### config.mk
export PLATFORM = sky130hd
export DESIGN_NAME = pwm_duty_ramp
export DESIGN_NICKNAME = d
export VERILOG_FILES = /design/src/rtl/pwm_duty_ramp.sv
export SDC_FILE = /design/constraint.sdc
export NUM_CORES = 1
export LEC_CHECK = 0
export CORE_MARGIN = 1.5
export CORE_UTILIZATION = 60
export CTS_CLUSTER_DIAMETER = 100
export DETAILED_ROUTE_END_ITERATION = 6
export PLACE_DENSITY_LB_ADDON = 0.3
export SKIP_CTS_REPAIR_TIMING = 1
export SYNTH_ARGS = -nofsm -noshare
export SYNTH_HDL_FRONTEND = slang
export SYNTH_SLANG_ARGS = --single-unit
### constraint.sdc
create_clock -name clk -period 10.2 [get_ports clk]
set_input_delay 3.06 -clock clk [delete_from_list [all_inputs] [get_ports clk]]
set_output_delay 3.06 -clock clk [all_outputs]
set_load 0.005 [all_outputs]
### src/rtl/pwm_duty_ramp.sv
// Slew-rate limiter for the PWM duty: walks duty toward a latched target
// by STEP once every PERIOD_TICKS rising edges of the asynchronous pwm_clk.
module pwm_duty_ramp #(
    parameter int STEP         = 1,
    parameter int PERIOD_TICKS = 256
) (
    input  logic       clk,
    input  logic       nRst,
    input  logic       pwm_clk,
    input  logic [7:0] target,
    input  logic       load,
    output logic [7:0] duty,
    output logic       update,
    output logic       busy
);

    typedef enum logic {
        IDLE,
        RAMP
    } state_t;

    localparam logic [7:0]  STEP_B = 8'(STEP);
    localparam logic [15:0] LAST   = 16'(PERIOD_TICKS - 1);

    state_t      state;
    state_t      state_n;
    logic        sync1;
    logic        sync2;
    logic        sync2_d;
    logic        tick;
    logic        step_ev;
    logic [15:0] tick_cnt;
    logic [7:0]  target_q;
    logic [7:0]  duty_n;
    logic        pend;
    logic [8:0]  diff;
    logic [8:0]  mag;
    logic        near;
    logic        up;
    logic        dn;

    always_ff @(posedge clk or negedge nRst) begin
        if (!nRst) begin
            sync1   <= 1'b0;
            sync2   <= 1'b0;
            sync2_d <= 1'b0;
        end else begin
            sync1   <= pwm_clk;
            sync2   <= sync1;
            sync2_d <= sync2;
        end
    end

    assign tick    = sync2 & ~sync2_d;
    assign step_ev = tick && (tick_cnt == LAST);

    // Free-running; a load never realigns the step grid.
    always_ff @(posedge clk or negedge nRst) begin
        if (!nRst) begin
            tick_cnt <= '0;
        end else if (tick) begin
            tick_cnt <= (tick_cnt == LAST) ? '0 : tick_cnt + 16'd1;
        end
    end

    always_ff @(posedge clk or negedge nRst) begin
        if (!nRst) begin
            target_q <= '0;
        end else if (load) begin
            target_q <= target;
        end
    end

    always_comb begin
        diff    = {1'b0, target_q} - {1'b0, duty};
        mag     = diff[8] ? (~diff + 9'd1) : diff;
        near    = (mag <= {1'b0, STEP_B});
        up      = !near && !diff[8];
        dn      = !near && diff[8];
        duty_n  = duty;
        state_n = (duty != target_q) ? RAMP : IDLE;
        if (step_ev && state == RAMP) begin
            unique case (1'b1)
                near:    duty_n = target_q;
                up:      duty_n = duty + STEP_B;
                dn:      duty_n = duty - STEP_B;
                default: duty_n = duty;
            endcase
        end
    end

    // update trails the duty change by one cycle so duty is settled first.
    always_ff @(posedge clk or negedge nRst) begin
        if (!nRst) begin
            state  <= IDLE;
            duty   <= '0;
            pend   <= 1'b0;
            update <= 1'b0;
        end else begin
            state  <= state_n;
            duty   <= duty_n;
            pend   <= (duty_n != duty);
            update <= pend;
        end
    end

    assign busy = (state == RAMP);

endmodule

## After elaboration in Yosys (flattened, before gate mapping)

Cells that the tools add are included.

| storage, ports and cells | value |
|---|---|
| output and inout port bits | 10 |
| logic and storage cells | 32 |
| register bits after elaboration | 38 |

| operators by class | value |
|---|---|
| mux-type cells | 5 |
| bitwise gates (word level) | 3 |
| equality and inequality tests | 3 |
| $lt $le $gt $ge | 1 |
| add/subtract/negate cells | 5 |
| reductions and logical operators | 6 |

Operators with widths:

| cell | number |
|---|---|
| case mux 8 bit (3 select lines) | 1 |
| adder 16 x 1 -> 16 bit (second input constant) | 1 |
| == test 16 x 8 -> 1 bit (second input constant) | 1 |
| 2-to-1 mux 16 bit | 1 |
| != test 8 bit | 2 |
| adder 9 x 1 -> 9 bit (second input constant) | 1 |
| <= comparator 9 x 1 -> 1 bit (second input constant) | 1 |
| 2-to-1 mux 9 bit | 1 |
| NOT 9 bit | 1 |
| subtractor 8 x 8 -> 9 bit | 1 |
| adder 8 x 1 -> 8 bit (second input constant) | 1 |
| 2-to-1 mux 8 bit | 1 |
| subtractor 8 x 1 -> 8 bit (second input constant) | 1 |
| logical AND 1 bit | 4 |
| logical NOT 1 bit | 2 |
| AND 1 bit | 1 |
| 2-to-1 mux 1 bit | 1 |
| NOT 1 bit | 1 |

## Logic depth before layout (Yosys ltp)

Gate-level depths: netlist of the first run.

| logic depth | value |
|---|---|
| depth in word-level cells | 10 |
| mapped depth | 22 |
| mapped depth without buffers | 21 |

## Worst setup path after synthesis of the first run

Ideal clock, no wire load.

| path | value |
|---|---|
| kind | reg2reg |
| start point | reg duty[0] |
| end point | reg duty[7] |
| cell stages (with the launch flop) | 22 |
| path slack | 5.692 ns |
| data arrival time | 4.384 ns |
| path buffers | 1 |
| clock period less this slack | 4.508 ns |
| library setup time | 0.124 ns |
| cell sequence | dfrtp_1 -> ha_1 -> inv_1 -> fa_1 -> xnor2_1 -> nand3_1 -> a21oi_1 -> o211a_1 -> o2111ai_1 -> a221oi_2 -> buf_6 -> nand2b_1 -> inv_1 -> ha_1 -> a21o_1 -> a21oi_1 -> o21bai_1 -> a21oi_1 -> o21ai_0 -> xnor2_1 -> nor4b_1 -> a211o_1 |

| on the way | value |
|---|---|
| cells in the longest elaborated chain, start to end | 9 |

Ends and longest elaborated chain:

| what | line | source |
|---|---|---|
| start, declared | 12 | `output logic [7:0] duty,` |
| start signal, assigned | 101 | `duty <= duty_n;` |
| subtractor 8 x 8 -> 9 bit | 75 | `diff = {1'b0, target_q} - {1'b0, duty};` |
| NOT 9 bit | 76 | `mag = diff[8] ? (~diff + 9'd1) : diff;` |
| adder 9 x 1 -> 9 bit | 76 |  |
| 2-to-1 mux 9 bit | 76 |  |
| <= comparator 9 x 1 -> 1 bit | 77 | `near = (mag <= {1'b0, STEP_B});` |
| logical NOT 1 bit | 78, 79 |  |
| logical AND 1 bit, on equally long branches | 79, 78 |  |
| case mux 8 bit (3 select lines) (*) | 83 | `unique case (1'b1)` |
| 2-to-1 mux 8 bit (*) | 82 | `if (step_ev && state == RAMP) begin` |
| via duty_n[7] | 34 | `logic [7:0] duty_n;` |

Mark *: on every way through the listed nets, which the timed path passes. The rest lies on a longest branch.
A chain may end at the register's enable or synchronous reset.

## Worst setup path after layout of the first run

| path | value |
|---|---|
| start point | reg duty[5] |
| end point | reg duty[7] |

The elaborated chain is that of the path after synthesis.

==> results of run 1 <==
-- stage by stage --
step / worst slack (ns) / instance area (sq um)
2_1_floorplan: 5.69 / 2540
3_3_place_gp: 4.81 / 2760
3_5_place_dp: 4.70 / 2760
4_1_cts: 4.68 / 2860
5_1_grt: 4.15 / 2860
6_report: 4.59 / 2860
-- kinds of logic (layout without fill, tap and decap cells) --
logic type	count (synthesis)	after routing	synth area share, %
AOI/OAI and AO/OA	57	57	15.2
xor gates and xnor gates	29	29	10.0
adders and majority gates	18	18	9.47
buffers and inverters	26	48	4.59
DFF	38	38	37.5
muxes	12	12	5.08
and+or+nand+nor	88	88	18.1
-- report_power, final --
part | switching (mW) | internal (mW)
clock network | 0.0534 | 0.0543
registers | 0.0150 | 0.163
logic | 0.0485 | 0.0389
total | 0.117 | 0.256
-- flip-flops by register name (all words and copies together), names as in the netlist --
| register | count |
|---|---|
| tick_cnt | 16 |
| duty | 8 |
| target_q | 8 |
| busy | 1 |
| pend | 1 |
| sync1 | 1 |
| sync2 | 1 |
| sync2_d | 1 |
| update | 1 |
-- placed cells by master, fill, tap and decap left out, types with 3 or more instances in the layout --
| master | synthesis | final |
|---|---|---|
| o21ai_0 | 10 | 10 |
| nand2b_1 | 4 | 4 |
| nand3_1 | 9 | 9 |
| and3_1 | 3 | 3 |
| nand4_1 | 9 | 9 |
| mux2i_1 | 5 | 5 |
| a21oi_1 | 18 | 18 |
| ha_1 | 16 | 16 |
| o21bai_1 | 3 | 3 |
| xnor2_1 | 17 | 17 |
| xor2_1 | 12 | 12 |
| nor4_1 | 5 | 5 |
| clkbuf_8 | 0 | 6 |
| nor3_1 | 4 | 4 |
| inv_1 | 19 | 19 |
| a21o_1 | 6 | 6 |
| mux2_2 | 7 | 7 |
| dfrtp_1 | 38 | 38 |
| nand2_1 | 22 | 22 |
| nor2_1 | 14 | 14 |
| and2_1 | 3 | 3 |
| clkdlybuf4s50_1 | 0 | 20 |
-- synth_stat cells, drive strengths merged (3+ instances only) --
cell	instances	area, sq um
nand2b	4	25.0
and3	3	18.8
buf	4	32.5
a21o	6	45.0
clkbuf	3	12.5
mux2	7	78.8
o21bai	3	22.5
ha	16	200
dfrtp	38	951
o21ai	10	50.1
nor4	5	31.3
mux2i	5	50.1
xnor2	17	149
nand3	9	45.0
nor3	4	20.0
and2	4	25.0
a21oi	18	90.1
nand4	9	56.3
nor2	14	52.6
xor2	12	105
inv	19	71.3
nand2	22	82.6
-- per-layer routing --
metal,wire length (microns),part of all wire [%]
met2,2420,45
met4,31,0.58
met3,308,5.8
met5,0,0
met1,2580,48
-- final timing paths --
kind	startpoint	cells after the start	end
setup / recovery	duty[5]	18	duty[7]
hold / removal	sync1	0	sync2
setup reg to reg	duty[5]	18	duty[7]
hold reg to reg	sync1	0	sync2
max in group asynchronous	nRst	1	target_q[5]
min in group asynchronous	nRst	1	pend
-- area by class of cell --
type | instances | area share, %
Tap cell | 50 | 2.19
Timing Repair Buffer | 21 | 7.19
Clock inverter | 2 | 0.438
Inverter | 19 | 2.50
Clock buffer | 6 | 2.89
Sequential cell | 38 | 33.3
Multi-Input combinational cell | 204 | 51.5
-- worst max-delay path, stage by stage, from the launching register on --
cell and delay [ns]:
dfrtp_1 0.46, inv_1 0.07, ha_1 0.47, nor2_1 0.06
a2111oi_0 0.55, o311ai_0 0.40, or3_1 0.47, a221oi_2 0.88
nand2b_1 0.25, inv_1 0.13, ha_1 0.30, a21o_1 0.17
a21oi_1 0.21, o21bai_1 0.09, a21oi_1 0.22, o21ai_0 0.15
xnor2_1 0.15, nor4b_1 0.17, a211o_1 0.30
==> results.md, run 1 <==
* Status: completed
* Starting Density at between 60% and 70%
* CP max FO at 14
* GP Congestion at ~0.90
* Skew final at roughly 0.012 ns
* Area occupied by multi-input gates at 1470 sq um
* Final wirelength at approximately 5.3 mm
* Gr busiest metal: met1
* CP arrival at 5.79 ns
* First-pass GRT wire length at roughly 9 mm
* Met2 Use GR at 37.0%
* Setup TNS at 0 ns
* Final hold violations at 0
* VDD IR max at around 81 uV
* Root Driver: clkbuf_8
* P&R area growth vs syn at 12.5%
* Post-Syn Nets at about 300
* Fin crit period at approximately 5.6 ns
* RSZ-0062 raised after global routing: no
* Clk_lat worst skew at roughly 0.3 ns
* Met3 Track Usage GR at 6.25%
* Reg area at between 900 and 1000 sq um
* Total CTS buffers at 5
* Period utilisation layout at 55.0%
* Final Hold Slack at about 0.36 ns
* GRT Residual Overflow at 0
* Path category of the worst min-delay check: reg2reg
* Placed wire-length estimate at around 4 mm
* ANT nets after route at 0
* Clock Sinks at 38
* Largest net degree at the start of global routing at 39
* Final core utilization at around 70%
* Primary FF master, synth: dfrtp_1
* Netlist Area Pre-Place at between 2000 and 3000 sq um
* Inserted Diodes at 0
* Avg Vias per Cell at about 6.1
* Yosys warns at 0
* Max cap viols at 0
* Lkg Pwr at roughly 1.3 nW
* Dpl cells at between 300 and 400
* Die area at 4630 sq um
* Yosys cell types at 52
* Initial drt markers at ~120
* Ratio of cells with drive above 1 in the final layout at between 6 and 7%
* Setup CP Type: reg2reg
* Antenna violations before repair at 0
* Post-synth EDFFs at 0
* Vias in the first global route at 1864
* I/O pin cnt at 22
* Crit path launch type: flop
* Ys async rst share at between 90% and 100%
* FILL cells at approximately 300
* Clock transition at path regs at 0.07 ns
* Cell count after synthesis at between 200 and 300
* Setup slack, reg-to-reg at 4.59 ns
* Critical Path RT at between 10 and 15 ns
* Fin cells at 340
* H-tree levels at 2
* PwrDens at 131 nW/um^2
* Via count at a little over 2000
* # DRC at 0
* Yosys reg bits at 38
* Total power at around 370 uW
* CORE AREA at 4030 sq um
* Syn Area/Cell at 9.47 sq um
* Met1 Usage GRT at between 30% and 40%
* Slew at the pin with the worst max-slew slack at approximately 1.1 ns
* Final setup fails at 0
* Max_slew headroom at a little over a quarter
* Sequential fraction of the synthesis area at between 30% and 40%
* Fin nets at between 300 and 400
* Clk buf depth at 2
* Gr usage total at around 26%
* Max frequency at 178 MHz
* Max Slew Vio Count at 0
* CP Capture Type: flop
* WL/cell at 15.7 microns
* Die height at about 68 microns
* Port buffer count at 21
* Row count at 23
* CTS tree: done
* First-pass detailed-route iteration total at 5
* DIE WIDTH at 68.0 microns
Power figures use the tool's default switching activity.
==> run 2, diff against run 1 <==
CORE_UTILIZATION = 52   (was 60)
clock period = 4.75 ns   (was 10.2 ns; I/O delays follow)
==> run 2 against run 1 <==
  * Critical path depth rose by 1
  * Power is 150% higher
  * Global-route usage fell by 4.1 points
  * Fmax is 24% higher
  * Clock skew is 0.0029 ns lower
  * Critical path type unchanged
  * Via count increased by 0.82%
  * Final area rose by 6.7%
  * Sequential power grew 110%
==> results.md, run 2 (synthesized netlist as in run 1, its figures left out) <==
* Status: completed
* H-tree levels at 2 (unchanged)
* Clock Sinks at 38 (unchanged)
* Max cap viols at 0 (unchanged)
* Final core utilization at 64.5% (-6.4 points)
* Largest net degree at the start of global routing at 39 (unchanged)
* VDD IR max at 190 uV (+130%)
* Setup TNS at 0 ns (unchanged)
* CTS tree: done
* Skew final at 0.00961 ns (-0.00287 ns)
* Commonest non-fill, non-tap cell in the layout: dfrtp_1
* Inserted Diodes at 0 (unchanged)
* WL/cell at 14.4 microns (-8.1%)
* Max Slew Vio Count at 0 (unchanged)
* FILL cells at 392 (+32%)
* Final wirelength at 5.33 mm (-0.24%)
* Initial drt markers at 158 (+35%)
* DIE WIDTH at 72.9 microns (+7.1%)
* Final worst slack at 0.219 ns (-4.37 ns)
* First-pass detailed-route iteration total at 4 (-1)
* Slew at the pin with the worst max-slew slack at 0.815 ns (-0.289 ns)
* Starting Density at 53.7% (-9.3 points)
* Gr usage total at 21.5% (-4.1 points)
* Final Hold Slack at 0.355 ns (-0.000455 ns)
* Antenna violations before repair at 0 (unchanged)
* Top flop regs: tick_cnt x16, duty x8, target_q x8
* Fin crit period at 4.53 ns (-1.08 ns)
* CORE AREA at 4720 sq um (+17%)
* Path category of the worst min-delay check: reg2reg
* Number of flip-flops in the largest register at 16 (unchanged)
* P&R area growth vs syn at 20.0%
* Setup slack, reg-to-reg at 0.22 ns (-4.37 ns)
* Commonest non-fill, non-tap cells in the layout: dfrtp_1, nand2_1, clkdlybuf4s50_1
* Hold path cells at 0 (unchanged)
* Psw at 254 uW (+120%)
* Vias in the first global route at 1929 (+3.5%)
* ANT nets after route at 0 (unchanged)
* Port buffer count at 21 (unchanged)
* CP Capture Type: flop
* Largest Register: tick_cnt
* Avg Vias per Cell at 5.68 (-7.1%)
* Final setup fails at 0 (unchanged)
* Die area at 5310 sq um (+15%)
* Pint at 666 uW (+160%)
* Max_slew headroom at 45.7% (+19 points)
* Gate power share at 21.7% (-1.7 points)
* CP arrival at 4.72 ns (-1.07 ns)
* Total CTS buffers at 5 (unchanged)
* Dpl cells at 360 (+8.4%)
* Period utilisation layout at 95.4% (+40 points)
* Final non-filler cell area at 3050 sq um (+6.7%)
* Setup WS pre-CTS at -0.00678 ns (-4.71 ns)
* Ratio of cells with drive above 1 in the final layout at 13.6% (+6.7 points)
* Placed wire-length estimate at 3.88 mm (-2.6%)
* Crit path launch type: flop
* Lkg Pwr at 1.36 nW (+7.6%)
* Row count at 25 (+8.7%)
* GRT Residual Overflow at 0 (unchanged)
* GP Congestion at 0.877 (-2.9%)
* Final hold violations at 0 (unchanged)
* Root Driver: clkbuf_8
* I/O pin cnt at 22 (unchanged)
* Seq pwr share at 41.4% (-6.3 points)
* Total power at 920 uW (+150%)
* PwrDens at 302 nW/um^2 (+130%)
* Clk buf depth at 2 (unchanged)
* Clock power frac at 36.9% (+8.0 points)
* Die height at 72.9 microns (+7.1%)
* Via count at 2096 (+0.82%)
* Sw Share at 27.6% (-3.7 points)
* Max frequency at 221 MHz (+24%)
* Clk_lat worst skew at 0.30 ns (about the same)
* Setup CP Type: reg2reg
* Length in cells of the worst reg-to-reg path at 19 (+1)
* Fin nets at 331 (+3.8%)
* Critical Path RT at 4.94 ns (-5.44 ns)
* CP max FO at 6 (-8)
* # DRC at 0 (unchanged)
* Clock transition at path regs at 0.07 ns (about the same)
* Fin cells at 369 (+8.5%)
* Placed Instance Area at 2860 sq um (+3.8%)
* First-pass GRT wire length at 8.77 mm (-0.56%)
==> run 2: cell count changes in the layout (fill, tap and decap cells not counted), sizes merged <==
cell / before / now
bufinv: 0 / 2
buf: 1 / 13
clkinv: 1 / 0
clkinvlp: 1 / 0
==> run 2: final timing paths <==
path / startpoint / end
min in group asynchronous: nRst / target_q[1]
max in group asynchronous: nRst / duty[1]
worst min register to register: sync1 / sync2
worst max register to register: target_q[6] / duty[7]
worst min-delay path: sync1 / sync2
worst max-delay path: target_q[6] / duty[7]
==> run 2: metal layers <==
metal / routed length (microns) / track usage [%] / vias to the layer above
met2: 2280 / 32.2 / 55
met5: 0 / 0 / -
li1: - / - / 1026
met3: 245 / 4.83 / 12
met4: 100 / 7.76 / 0
met1: 2710 / 30.7 / 1003
==> run 2: power by group through the flow <==
stage	sequential [mW]	clock [mW]	combinational, mW
2_1_floorplan	0.379	0	0.143
3_3_place_gp	0.385	0	0.186
3_5_place_dp	0.387	0	0.189
4_1_cts	0.380	0.343	0.191
5_1_grt	0.386	0.353	0.221
6_report	0.381	0.339	0.200
==> run 2: worst max-delay path, cell delays in order, from the launching register on <==
cell and delay [ns]:
dfrtp_1 0.44, ha_1 0.36, buf_4 0.17, and2_1 0.19, a221o_1 0.31, a41oi_2 0.17, xnor2_1 0.11, or3_1 0.37
a221oi_2 0.27, nand2b_1 0.18, inv_1 0.13, ha_1 0.29, a21o_1 0.19, a21oi_2 0.21, o21bai_1 0.13, a21oi_2 0.18
o21ai_0 0.14, xnor2_1 0.20, o21ai_0 0.10, a211o_1 0.31
==> run 2: area by class of cell <==
type | instances | area (sq um) | share of cell area (%)
Clock buffer | 6 | 82.6 | 2.71
Clock inverter | 2 | 60.1 | 1.97
Inverter | 19 | 71.3 | 2.34
Multi-Input combinational cell | 204 | 1500 | 49.3
Sequential cell | 38 | 952 | 31.3
Tap cell | 67 | 83.8 | 2.75
Timing Repair Buffer | 33 | 295 | 9.70
==> run 3, diff against run 2 <==
CORE_MARGIN = 2   (was 1.5)
REMOVE_ABC_BUFFERS = 1   (was default)
==> run 3 against run 2 <==
  * First-iteration DRC count is 6.3% lower
  * Fmax is 0.29% lower
  * Setup slack worse by 0.013 ns
  * Non-clock buffer count is 3 lower
  * Final area hardly changed
  * Sequential power hardly changed
  * Critical path depth stayed put
  * Largest power group unchanged
  * Hold slack worse by 0.0075 ns
  * Die area is 2.8% higher
  * Sequential share of layout area is 0.054 points lower
==> results.md, run 3 (synthesized netlist as in run 1, its figures left out) <==
* Final hold violations at 0 (unchanged)
* Final wirelength at 5.35 mm (+0.38%)
* CP Capture Type: flop
* Antenna violations before repair at 0 (unchanged)
* Destination of the critical timing path: duty[7]
* Setup CP Type: reg2reg
* Final setup fails at 0 (unchanged)
* Total CTS buffers at 5 (unchanged)
* Final core utilization at 64.5% (about the same)
* Ratio of cells with drive above 1 in the final layout at 12.4% (-1.2 points)
* Row count at 25 (unchanged)
* H-tree levels at 2 (unchanged)
* PwrDens at 301 nW/um^2 (-0.52%)
* Setup slack, reg-to-reg at 0.21 ns (about the same)
* Clk_lat worst skew at 0.28 ns (-0.02 ns)
* Clock Sinks at 38 (unchanged)
* Hold path cells at 0 (unchanged)
* Period utilisation layout at 95.7% (+0.27 points)
* Dpl cells at 358 (-0.56%)
* Fin crit period at 4.54 ns (+0.0130 ns)
* CORE AREA at 4720 sq um (unchanged)
* Path category of the worst min-delay check: reg2reg
* Critical Path RT at 4.92 ns (-0.02 ns)
* Largest net degree at the start of global routing at 39 (unchanged)
* First-pass detailed-route iteration total at 4 (unchanged)
* Clk buf depth at 2 (unchanged)
* CTS tree: done
* Port buffer count at 21 (unchanged)
* I/O pin cnt at 22 (unchanged)
* Slew at the pin with the worst max-slew slack at 0.802 ns (-0.0127 ns)
* Lkg Pwr at 1.35 nW (-0.77%)
* RR Endpoint: duty[7]
* P&R area growth vs syn at 20.1% (about the same)
* Starting Density at 53.7% (unchanged)
* Root Driver: clkbuf_8
* Max Slew Vio Count at 0 (unchanged)
* CP Launch Point: duty[1]
* Max frequency at 220 MHz (-0.29%)
* Max cap viols at 0 (unchanged)
* WL/cell at 14.6 microns (+1.2%)
* Setup TNS at 0 ns (unchanged)
* GRT Residual Overflow at 0 (unchanged)
* Placed wire-length estimate at 4.00 mm (+3.2%)
* Die height at 73.9 microns (+1.4%)
* FF-to-FF Start: duty[1]
* Vias in the first global route at 1870 (-3.1%)
* Max_slew headroom at 46.5% (+0.85 points)
* Via count at 2029 (-3.2%)
* Die area at 5450 sq um (+2.8%)
* VDD IR max at 224 uV (+18%)
* Fin nets at 328 (-0.91%)
* Commonest non-fill, non-tap cell in the layout: dfrtp_1
* Clock transition at path regs at 0.07 ns (about the same)
* CP max FO at 6 (unchanged)
* DIE WIDTH at 73.9 microns (+1.4%)
* Initial drt markers at 148 (-6.3%)
* First-pass GRT wire length at 8.84 mm (+0.79%)
* Largest Register: tick_cnt
* Commonest non-fill, non-tap cells in the layout: dfrtp_1, nand2_1, clkdlybuf4s50_1
* Final Hold Slack at 0.348 ns (-0.00750 ns)
* Fin cells at 366 (-0.81%)
* Inserted Diodes at 0 (unchanged)
* Skew final at 0.00279 ns (-0.00682 ns)
* ANT nets after route at 0 (unchanged)
* CP arrival at 4.72 ns (about the same)
* Length in cells of the worst reg-to-reg path at 19 (unchanged)
* Status: completed
* Avg Vias per Cell at 5.54 (-2.4%)
* # DRC at 0 (unchanged)
* Gr usage total at 21.2% (-0.37 points)
* Number of flip-flops in the largest register at 16 (unchanged)
* Crit path launch type: flop
* GP Congestion at 0.940 (+7.1%)
* Top flop regs: tick_cnt x16, duty x8, target_q x8
## run 3: area by class of cell
cell class / instances / area, sq um
clock buffers: 6 / 82.6
clock inverters: 2 / 60.1
fillers: 385 / 1680
inverters: 19 / 71.3
multi-input cells: 204 / 1530
flip-flops and latches: 38 / 951
well taps: 67 / 83.8
repair buffers: 30 / 273
## run 3: how the worst min path moves through the flow
stage / start / to / slack [ns]
finish: pend / update / 0.35
global route: pend / update / 0.36
CTS: pend / update / 0.35
detailed placement: sync1 / sync2 / 0.33
global placement: sync1 / sync2 / 0.33
floorplan: sync1 / sync2 / 0.33
## run 3: power by group
part,internal [mW],switching (mW)
Sequential,0.350,0.0311
Combinational,0.0927,0.108
Clock,0.224,0.111
## run 3: layer usage
layer	share of wire [%]	up-vias	global-route usage [%]
met3	4.1	7	4.25
li1	-	1027	-
met1	49	951	30.8
met2	46	44	32.0
met5	0	-	0
met4	1.0	0	5.66
## run 3: worst max-delay path, cell delays in order, from the launching register on
cell and delay [ns]:
dfrtp_1 0.43, inv_1 0.15, ha_1 0.36, and3b_1 0.24, or3_1 0.40, a21oi_1 0.24, o211a_1 0.18, o2111ai_1 0.13
a221oi_2 0.30, nand2b_4 0.19, inv_1 0.11, ha_1 0.30, a21o_1 0.19, a21oi_2 0.17, o21bai_1 0.10, a21oi_2 0.17
o21ai_0 0.13, xnor2_1 0.21, o21ai_0 0.10, a211o_1 0.31
## run 3: through the flow
step / cell area (sq um) / power [mW] / setup WS [ns]
3_3_place_gp: 2850 / 0.572 / 0.165
6_report: 3050 / 0.916 / 0.206
4_1_cts: 2990 / 0.913 / 0.0259
5_1_grt: 3050 / 0.969 / -0.0429
2_1_floorplan: 2490 / 0.518 / -0.0559
3_5_place_dp: 2850 / 0.576 / 0.0715
